`config.mk`:
```
export PLATFORM = sky130hd
export DESIGN_NAME = bist_circuito_simple
export DESIGN_NICKNAME = d
export VERILOG_FILES = /design/src/rtl/bist_circuito_simple_pkg.sv /design/src/rtl/bist_circuito_simple_golden.sv /design/src/rtl/bist_circuito_simple.sv
export SDC_FILE = /design/constraint.sdc
export NUM_CORES = 1
export LEC_CHECK = 0
export CAP_MARGIN = 5
export CELL_PAD_IN_SITES_DETAIL_PLACEMENT = 1
export CELL_PAD_IN_SITES_GLOBAL_PLACEMENT = 2
export CORE_ASPECT_RATIO = 1.25
export CORE_UTILIZATION = 33
export CTS_BUF_LIST = sky130_fd_sc_hd__clkbuf_4 sky130_fd_sc_hd__clkbuf_8
export CTS_CLUSTER_DIAMETER = 200
export DETAILED_ROUTE_END_ITERATION = 12
export GPL_TIMING_DRIVEN = 0
export PLACE_DENSITY_LB_ADDON = 0.1
export SLEW_MARGIN = 0
export SYNTH_ARGS = -nofsm -noshare
export SYNTH_HDL_FRONTEND = slang
export SYNTH_SLANG_ARGS = --single-unit
export TNS_END_PERCENT = 1
```
`constraint.sdc`:
```
create_clock -name clk -period 2.2 [get_ports clk]
set_input_delay 0.44 -clock clk [delete_from_list [all_inputs] [get_ports clk]]
set_output_delay 0.44 -clock clk [all_outputs]
set_load 0.05 [all_outputs]
```
`src/rtl/bist_circuito_simple_pkg.sv`:
```
// Shared definitions for the bist_circuito_simple self-test controller.
//   state_t  : controller state encoding
//   VEC_LAST : last input vector {A,B,C} applied in a run
package bist_circuito_simple_pkg;

  typedef enum logic [1:0] {
    ST_IDLE   = 2'd0,
    ST_SETTLE = 2'd1,
    ST_CHECK  = 2'd2,
    ST_DONE   = 2'd3
  } state_t;

  localparam logic [2:0] VEC_LAST = 3'd7;

endpackage

```
`src/rtl/bist_circuito_simple_golden.sv`:
```
// Golden (reference) function of the simple 3-input/2-output circuit.
// Purely combinational.
//   a, b, c : circuit inputs (A is the MSB of the vector)
//   x_exp   : expected x = (A & B) | ~C
//   y_exp   : expected y = ~C
module golden_circuito_simple (
  input  logic a,
  input  logic b,
  input  logic c,
  output logic x_exp,
  output logic y_exp
);

  assign x_exp = (a & b) | ~c;
  assign y_exp = ~c;

endmodule

```
`src/rtl/bist_circuito_simple.sv`:
```
// Built-in self-test controller for the simple circuit.
// Applies all 8 vectors {A,B,C}, holds each for SETTLE_CYCLES clocks,
// samples x/y and compares them with the golden function.
//   clk, rst          : clock (rising edge), async active-high reset
//   start             : request a run (ignored while busy)
//   a_o, b_o, c_o     : stimulus to the unit under test
//   x_i, y_i          : response of the unit under test
//   busy, done, pass  : run status; pass = done with no mismatches
//   err_count         : number of mismatching vectors (0..8)
//   first_fail        : vector of the first mismatch, valid when fail_valid
//
// state      | meaning
// -----------+---------------------------------------------------------
// ST_IDLE    | waiting for start, stimulus 000
// ST_SETTLE  | vector applied, settle counter running down
// ST_CHECK   | one cycle: compare x_i/y_i with golden(vec)
// ST_DONE    | results valid and held, stimulus 000; start re-runs
module bist_circuito_simple
  import bist_circuito_simple_pkg::*;
#(
  parameter int unsigned SETTLE_CYCLES = 2
) (
  input  logic       clk,
  input  logic       rst,
  input  logic       start,
  output logic       a_o,
  output logic       b_o,
  output logic       c_o,
  input  logic       x_i,
  input  logic       y_i,
  output logic       busy,
  output logic       done,
  output logic       pass,
  output logic [3:0] err_count,
  output logic [2:0] first_fail,
  output logic       fail_valid
);

  localparam logic [3:0] CNT_LOAD = 4'(SETTLE_CYCLES - 1);

  state_t     r_state, w_state_nxt;
  logic [2:0] r_vec, w_vec_nxt;
  logic [3:0] r_cnt, w_cnt_nxt;
  logic [3:0] r_err, w_err_nxt;
  logic [2:0] r_first, w_first_nxt;
  logic       r_fvalid, w_fvalid_nxt;
  logic       r_pass, w_pass_nxt;

  logic       w_x_exp, w_y_exp;
  logic       w_mismatch;
  logic       w_busy;

  golden_circuito_simple u_golden (
    .a     (r_vec[2]),
    .b     (r_vec[1]),
    .c     (r_vec[0]),
    .x_exp (w_x_exp),
    .y_exp (w_y_exp)
  );

  assign w_mismatch = (x_i != w_x_exp) || (y_i != w_y_exp);

  always_ff @(posedge clk or posedge rst) begin
    if (rst) begin
      r_state  <= ST_IDLE;
      r_vec    <= 3'd0;
      r_cnt    <= 4'd0;
      r_err    <= 4'd0;
      r_first  <= 3'd0;
      r_fvalid <= 1'b0;
      r_pass   <= 1'b0;
    end else begin
      r_state  <= w_state_nxt;
      r_vec    <= w_vec_nxt;
      r_cnt    <= w_cnt_nxt;
      r_err    <= w_err_nxt;
      r_first  <= w_first_nxt;
      r_fvalid <= w_fvalid_nxt;
      r_pass   <= w_pass_nxt;
    end
  end

  always_comb begin
    w_state_nxt  = r_state;
    w_vec_nxt    = r_vec;
    w_cnt_nxt    = r_cnt;
    w_err_nxt    = r_err;
    w_first_nxt  = r_first;
    w_fvalid_nxt = r_fvalid;
    w_pass_nxt   = r_pass;

    case (r_state)
      ST_IDLE, ST_DONE: begin
        if (start) begin
          w_state_nxt  = ST_SETTLE;
          w_vec_nxt    = 3'd0;
          w_cnt_nxt    = CNT_LOAD;
          w_err_nxt    = 4'd0;
          w_first_nxt  = 3'd0;
          w_fvalid_nxt = 1'b0;
          w_pass_nxt   = 1'b0;
        end
      end
      ST_SETTLE: begin
        if (r_cnt == 4'd0) begin
          w_state_nxt = ST_CHECK;
        end else begin
          w_cnt_nxt = r_cnt - 4'd1;
        end
      end
      ST_CHECK: begin
        if (w_mismatch) begin
          w_err_nxt = r_err + 4'd1;
          if (!r_fvalid) begin
            w_first_nxt  = r_vec;
            w_fvalid_nxt = 1'b1;
          end
        end
        if (r_vec == VEC_LAST) begin
          w_state_nxt = ST_DONE;
          // includes the result of this last check
          w_pass_nxt  = (w_err_nxt == 4'd0);
        end else begin
          w_state_nxt = ST_SETTLE;
          w_vec_nxt   = r_vec + 3'd1;
          w_cnt_nxt   = CNT_LOAD;
        end
      end
      default: w_state_nxt = ST_IDLE;
    endcase
  end

  // Stimulus follows vec only while a run is active; 000 otherwise.
  assign w_busy = (r_state == ST_SETTLE) || (r_state == ST_CHECK);
  assign busy   = w_busy;
  assign done   = (r_state == ST_DONE);
  assign {a_o, b_o, c_o} = w_busy ? r_vec : 3'd0;

  assign pass       = r_pass;
  assign err_count  = r_err;
  assign first_fail = r_first;
  assign fail_valid = r_fvalid;

endmodule

```
==> run metrics, run 1 <==
status=finished, violations left; failing checks=design-rule violations; top cells by area, synth=dfrtp_1 36%, ha_1 9.0%, nand2_1 5.4%, nor2_1 5.1%, a22o_1 4.9%; unique cell type count in the Yosys netlist=39; Worst path max stage delay=0.44 ns; Slew @ Worst Pin=0.789 ns; First-pass DRT Iterations=8; Die H=~71 um; placed cell area=approximately 1500 um2; final count of negative-setup-slack endpoints=0; die width=~57 um; fin nets=180; Max Fclk=around 0.48 GHz; IO Pins=19; Hold EP=first_fail[1]$_DFFE_PP0P_; area grow syn2layout=22.5%; Hold WC Path Type=reg -> reg; CP Max Fanout=9; RSZ-0062 raised after global routing=no; clock share of power=14.3%; vias in the first global route=around 1200; post-layout min period=roughly 2.1 ns; CTS Hold Buffers Added=0; Reg power frac=28.5%; drt total wl=3460 um; fill count=430; CTS Buf Count=3; Core Region=3540 um2; Tcrit/Tclk final=between 90% and 100%; CP bufs+invs=3; number of synthesized flops with an enable pin=0; hold path startpoint=first_fail[1]$_DFFE_PP0P_; cell area after layout=1530 um2; initial antenna violation count=0; share of the synthesized area in the top cell type=36.0%; max-slew violation count=0; site row count=24; All-Layer GR Usage=about a fifth; Worst-Skew Late Latency=about 0.26 ns; CTS root buffer=clkbuf_8; DRC violations left=3; CP delay by family, top=buffers and inverters; CTS clk-pin slew, worst paths=0.07 ns; worst r2r path cells=6; port bufs=18; sequential area share after synthesis=between 30% and 40%; hold path depth=2; vias per inst=about 5.7; max_slew headroom=between 40% and 50%; most frequent CP cell=inv_1; post-synthesis instance area=~1200 um2; Via Count=between 1000 and 1500; crit end category=output pin; maximum vdd drop=around 0.41 mV; Final WS setup=~0.10 ns; grt ovf=0; first-pass GRT wire length=between 5000 and 6000 um; CTS tree=built; Logic pwr share=a little under three fifths; worst hold slack=around 0.52 ns; Internal Power=859 uW; R2R Path Start=r_state[0]$_DFFE_PP0P_; Initial Utilization=between 30% and 40%; max_cap viols=0; Clock Path Buffers=2; sw frac=between 40% and 50%; largest net degree at the start of global routing=19; Inserted Diodes=0; layout cell share with drive strength beyond 1=10.4%; synthesized instance count=approximately 140; async set or reset register ratio after synthesis=100%; Final HPWL DP=around 2600 um; critical path type=reg -> out; synth cell count leaders=18 x dfrtp_1, 18 x nand2_1, 17 x nor2_1; pre-CTS setup slack=-0.302 ns; Pleak=between 0.0006 and 0.0007 uW; worst path required time=roughly 1.8 ns; dominant cell type by area after synthesis=dfrtp_1; antenna viol nets, final=0; H-tree depth=1; WL per Instance=approximately 17 um; mean post-synth cell area=roughly 8.7 um2; DR iter-0 viols=8; Cell Pwr Density=approximately 1100 nW/um2; final hold vios=0; critical path's slowest cell=ha_2; clk sink count=18; GP Congestion=approximately 0.81; clk_skew=between 0.002 and 0.0025 ns; worst reg-to-reg setup slack=approximately 0.14 ns; Syn Nets=between 150 and 200; Register Area=450 um2; Psw=approximately 800 uW; Ys Warns=0; ys flop type=dfrtp_1; postcts setup bufs=0; reg2reg end=r_vec[0]$_DFFE_PP0P_; worst-path cell chain=inv_1, ha_2, inv_1, clkdlybuf4s15_2; total die area=just over 4000 um2; multi-input logic area=about 740 um2; CP arrival=about 1.7 ns; post-synthesis register bit count=18; critical path startpoint category=register
## final cells by class
class,instances,area share [%]
clock buffer,3,2.70
multi-input combinational,111,48.3
timing repair buffer,18,12.1
buffer,5,2.12
tap,39,3.19
inverter,9,2.21
sequential,18,29.4
## flip-flops by register name (all words and copies together), names as in the netlist
register and count:
first_fail 3, r_cnt 4, pass 1, fail_valid 1, r_vec 3, err_count 4, r_state 2
## per-layer routing
metal	track usage, %	vias up	wire length [um]
li1	-	553	-
met1	21.8	579	1470
met5	0	-	0
met4	6.50	0	61
met3	2.38	7	61
met2	35.0	16	1870
## power by group through the flow
stage	clock [uW]	combinational (uW)	sequential [uW]
floorplan	0	611	531
global placement	0	916	471
detailed placement	0	952	478
CTS	250	966	472
global route	258	1050	482
finish	237	950	472
## cells in the final DEF, fill, tap and decap left out, drive strengths merged, types with 2 or more instances in the layout
cell type / netlist / layout
nor2b: 6 / 6
or3: 2 / 2
a31oi: 2 / 2
o22ai: 2 / 2
nor2: 17 / 17
ha: 9 / 9
a22o: 7 / 7
nand2: 18 / 18
dfrtp: 18 / 18
clkdlybuf4s50: 0 / 14
nand3: 3 / 3
clkdlybuf4s15: 0 / 4
nand2b: 3 / 3
clkbuf: 2 / 5
mux2i: 4 / 4
o21ai: 9 / 9
nand4: 4 / 4
buf: 4 / 3
inv: 9 / 9
a21oi: 7 / 7
## worst max path at each step
| stage | startpoint | endpoint | slack (ns) | depth (start not counted) |
|---|---|---|---|---|
| final | r_state[0]$_DFFE_PP0P_ | busy | 0.10 | 4 |
| after global routing | r_state[0]$_DFFE_PP0P_ | busy | 0.009 | 4 |
| after CTS | r_state[0]$_DFFE_PP0P_ | err_count[2]$_DFFE_PP0P_ | 0.03 | 6 |
| after detailed placement | start | pass$_DFFE_PP0P_ | -0.30 | 7 |
| after global placement | start | pass$_DFFE_PP0P_ | -0.30 | 7 |
| after floorplan | r_state[0]$_DFFE_PP0P_ | a_o | 0.23 | 3 |
## logic make-up (layout without fill, tap and decap cells)
logic type,after synthesis,count (layout),share of synthesized area [%]
adders and majority gates,9,9,9.01
muxes,5,5,4.10
and+or+nand+nor,59,59,22.7
buffers and inverters,15,35,5.51
AOI/OAI and AO/OA,37,37,21.9
DFF,18,18,36.0
xor gates and xnor gates,1,1,0.701
## worst min-delay path, stage by stage, from the launching register on
cell	delay, ns
dfrtp_1	0.34
mux2i_1	0.07
nor2_1	0.08
## timing repair
| action | in CTS | in global routing |
|---|---|---|
| cloned | 0 | 0 |
| resized for setup | 16 | 1 |
| hold endpoints to repair | 0 | 0 |
| endpoints found under the setup margin | 11 | 1 |
## through the flow
| step | TNS, ns | total power [uW] | util (%) | std cells |
|---|---|---|---|---|
| global placement | -1.20 | 1390 | 41.7 | 201 |
| floorplan | 0 | 1140 | - | 144 |
| global route | 0 | 1790 | 43.2 | 203 |
| finish | 0 | 1660 | 43.2 | 203 |
| detailed placement | -1.49 | 1430 | 41.7 | 201 |
| CTS | 0 | 1690 | 43.2 | 203 |
No activity file was read; power rests on OpenSTA's default activity.
==> run 2, diff against run 1 <==
--- a/config.mk
+++ b/config.mk
@@ -5,6 +5,7 @@
 export SDC_FILE = /design/constraint.sdc
 export NUM_CORES = 1
 export LEC_CHECK = 0
+export ABC_CLOCK_PERIOD_IN_PS = 2200
 export CAP_MARGIN = 5
 export CELL_PAD_IN_SITES_DETAIL_PLACEMENT = 1
 export CELL_PAD_IN_SITES_GLOBAL_PLACEMENT = 2
==> results of run 2 <==
Final layout, timing and power as in run 1 (identical DEF).
==> run 3, diff against run 2 <==
--- a/config.mk
+++ b/config.mk
@@ -10,6 +10,7 @@
 export CELL_PAD_IN_SITES_DETAIL_PLACEMENT = 1
 export CELL_PAD_IN_SITES_GLOBAL_PLACEMENT = 2
 export CORE_ASPECT_RATIO = 1.25
+export CORE_MARGIN = 2
 export CORE_UTILIZATION = 33
 export CTS_BUF_LIST = sky130_fd_sc_hd__clkbuf_4 sky130_fd_sc_hd__clkbuf_8
 export CTS_CLUSTER_DIAMETER = 200
==> constraint.sdc (replaced) <==
create_clock -name clk -period 2.2 [get_ports clk]
set_input_delay 0.55 -clock clk [delete_from_list [all_inputs] [get_ports clk]]
set_output_delay 0.55 -clock clk [all_outputs]
set_load 0.05 [all_outputs]
==> run 3 against run 2 <==
The flow now finishes without violations; setup slack worse by 0.060 ns; die area increased by 6.4%; first-iteration DRC count rose to 4.0 times the previous value; critical path type is now in -> reg; sequential share of layout area rose by 0.14 points; via count is 0.35% lower; clock power rose by 20%; combinational power decreased by 2%; final cell count rose by 1.5%; largest cell class unchanged.
==> run metrics, run 3 (synthesized netlist as in run 1, its figures left out) <==
CP bufs+invs=2 (-1); critical path's slowest cell=clkdlybuf4s50_1; All-Layer GR Usage=18.2% (-0.61 points); clk sink count=18 (unchanged); CTS tree=built; area grow syn2layout=21.9%; cell area after layout=1520 um2 (-0.49%); Hold WC Path Type=reg -> reg; final count of negative-setup-slack endpoints=0 (unchanged); First-pass DRT Iterations=4 (-4); worst reg-to-reg setup slack=0.17 ns (+0.03 ns); CP delay by family, top=buffers and inverters; Final HPWL DP=2580 um (-1.1%); status=completed; highest metal used=met4; R2R Path Start=r_state[0]$_DFFE_PP0P_; layout cell share with drive strength beyond 1=10.8% (+0.48 points); total die area=4300 um2 (+6.4%); port bufs=18 (unchanged); GP Congestion=0.816 (+0.78%); pre-CTS setup slack=-0.389 ns (-0.0872 ns); grt ovf=0 (unchanged); fin nets=181 (+0.56%); CP Max Fanout=10 (+1); drt total wl=3500 um (+1.3%); worst r2r path cells=8 (+2); post-layout min period=2.16 ns (+0.0600 ns); max-slew violation count=0 (unchanged); sw frac=47.8% (-0.48 points); crit path to=first_fail[2]$_DFFE_PP0P_; Max Fclk=0.464 GHz (-2.8%); Psw=807 uW (+0.74%); DRT met1 WL=1600 um (+9.5%); postcts setup bufs=0 (unchanged); antenna viol nets, final=0 (unchanged); Internal Power=882 uW (+2.7%); Reg power frac=27.9% (-0.6 points); maximum vdd drop=0.446 mV (+10%); RSZ-0062 raised after global routing=yes; clk_skew=0.00233 ns (+0.0000282 ns); CTS clk-pin slew, worst paths=0.07 ns (about the same); Pleak=0.000704 uW (+2.7%); reg2reg end=pass$_DFFE_PP0P_; max_slew headroom=47.9% (+0.53 points); commonest cells after routing, fill and taps aside=18 x nand2_1, 18 x dfrtp_1, 17 x nor2_1, 13 x clkdlybuf4s50_1, 9 x inv_1; Clock Path Buffers=2 (unchanged); DRC violations left=0 (-3); site row count=25 (+4.2%); wire length on met3=68 um (+11%); Tcrit/Tclk final=98.0% (+2.7 points); die width=59.0 um (+3.5%); final hold vios=0 (unchanged); Cell Pwr Density=1110 nW/um2 (+2.3%); WL per Instance=17.0 um (-0.20%); CTS Buf Count=3 (unchanged); Worst path max stage delay=0.47 ns (+0.03 ns); worst-path cell chain=clkdlybuf4s50_1, nand3b_1, a41oi_4, and4b_1, buf_4, mux2i_1, nor2_1; max_cap viols=0 (unchanged); Die H=72.8 um (+2.8%); largest net degree at the start of global routing=19 (unchanged); CP arrival=2.30 ns (+0.64 ns); Inserted Diodes=0 (unchanged); Slew @ Worst Pin=0.781 ns (-0.00791 ns); Initial Utilization=33.6% (-1.7 points); Final Power=1690 uW (+1.8%); DR iter-0 viols=32 (+24); vias per inst=5.59 (-1.8%); Via Count=1151 (-0.35%); worst path required time=2.34 ns (+0.58 ns); clock share of power=16.9% (+2.6 points); hold path depth=1 (-1); placed cell area=1480 um2 (about the same); H-tree depth=1 (unchanged); Met2 Wirelength=1780 um (-4.9%); critical path type=in -> reg; Core Util, Final=40.9% (-2.3 points); vias in the first global route=1160 (-6.9%); total negative slack=0 ns (unchanged); initial antenna violation count=0 (unchanged); Core Region=3720 um2 (+5.0%); first-pass GRT wire length=5870 um (+0.12%); Worst-Skew Late Latency=0.26 ns (about the same); critical path startpoint category=primary input; IO Pins=19 (unchanged); CTS root buffer=clkbuf_8; CP Depth=7 (+3); Logic pwr share=55.2% (-2.0 points); critical path launch point=x_i; Final WS setup=0.0442 ns (-0.0600 ns); crit end category=register
-- run 3: timing repair --
action,4_1_cts,5_1_grt
pin swaps,1,0
resized for setup,23,4
hold buffers,0,0
setup endpoints to repair,10,10
-- run 3: per-layer routing --
layer  global-route usage (%)  up-vias
met5                        0        -
met4                     6.82        0
met3                     2.13        6
met2                     30.7       18
met1                     23.6      571
li1                         -      556
-- run 3: stage by stage --
stage / std cells / hold slack [ns]
after global routing: 206 / 0.517
after global placement: 202 / 0.487
final: 206 / 0.490
after floorplan: 144 / 0.451
after detailed placement: 202 / 0.481
after CTS: 206 / 0.494
-- run 3: power groups by stage --
stage | clock network (uW) | logic (uW) | registers [uW]
6_report | 285 | 932 | 471
5_1_grt | 307 | 1040 | 481
4_1_cts | 289 | 943 | 470
3_5_place_dp | 0 | 944 | 476
3_3_place_gp | 0 | 917 | 473
2_1_floorplan | 0 | 611 | 531
-- run 3: how the worst min path moves through the flow --
stage                                 endpoint                  from
after detailed placement  r_cnt[3]$_DFFE_PP0P_  r_cnt[3]$_DFFE_PP0P_
after CTS                 r_cnt[3]$_DFFE_PP0P_  r_cnt[3]$_DFFE_PP0P_
after floorplan           r_cnt[3]$_DFFE_PP0P_  r_cnt[3]$_DFFE_PP0P_
after global routing      r_cnt[3]$_DFFE_PP0P_  r_cnt[3]$_DFFE_PP0P_
final                     r_cnt[3]$_DFFE_PP0P_  r_cnt[3]$_DFFE_PP0P_
after global placement    r_cnt[3]$_DFFE_PP0P_  r_cnt[3]$_DFFE_PP0P_
-- run 3: cell type report --
type                       instances  area, um2
sequential                        18        450
multi-input combinational        111        736
timing repair buffer              18        161
fill                             444       2200
tap                               40       50.0
clock buffer                       4       55.1
inverter                           9       33.8
buffer                             6       37.5
-- run 3: worst reg2reg max path, delay by kind of cell (launching register included) --
| family | cells | cell delay, ns |
|---|---|---|
| adder cells (fa/ha/maj) | 1 | 0.36 |
| flip-flops | 1 | 0.43 |
| buffers and inverters | 2 | 0.28 |
| AND/OR/NAND/NOR | 1 | 0.10 |
| AO/OA/AOI/OAI | 4 | 0.75 |
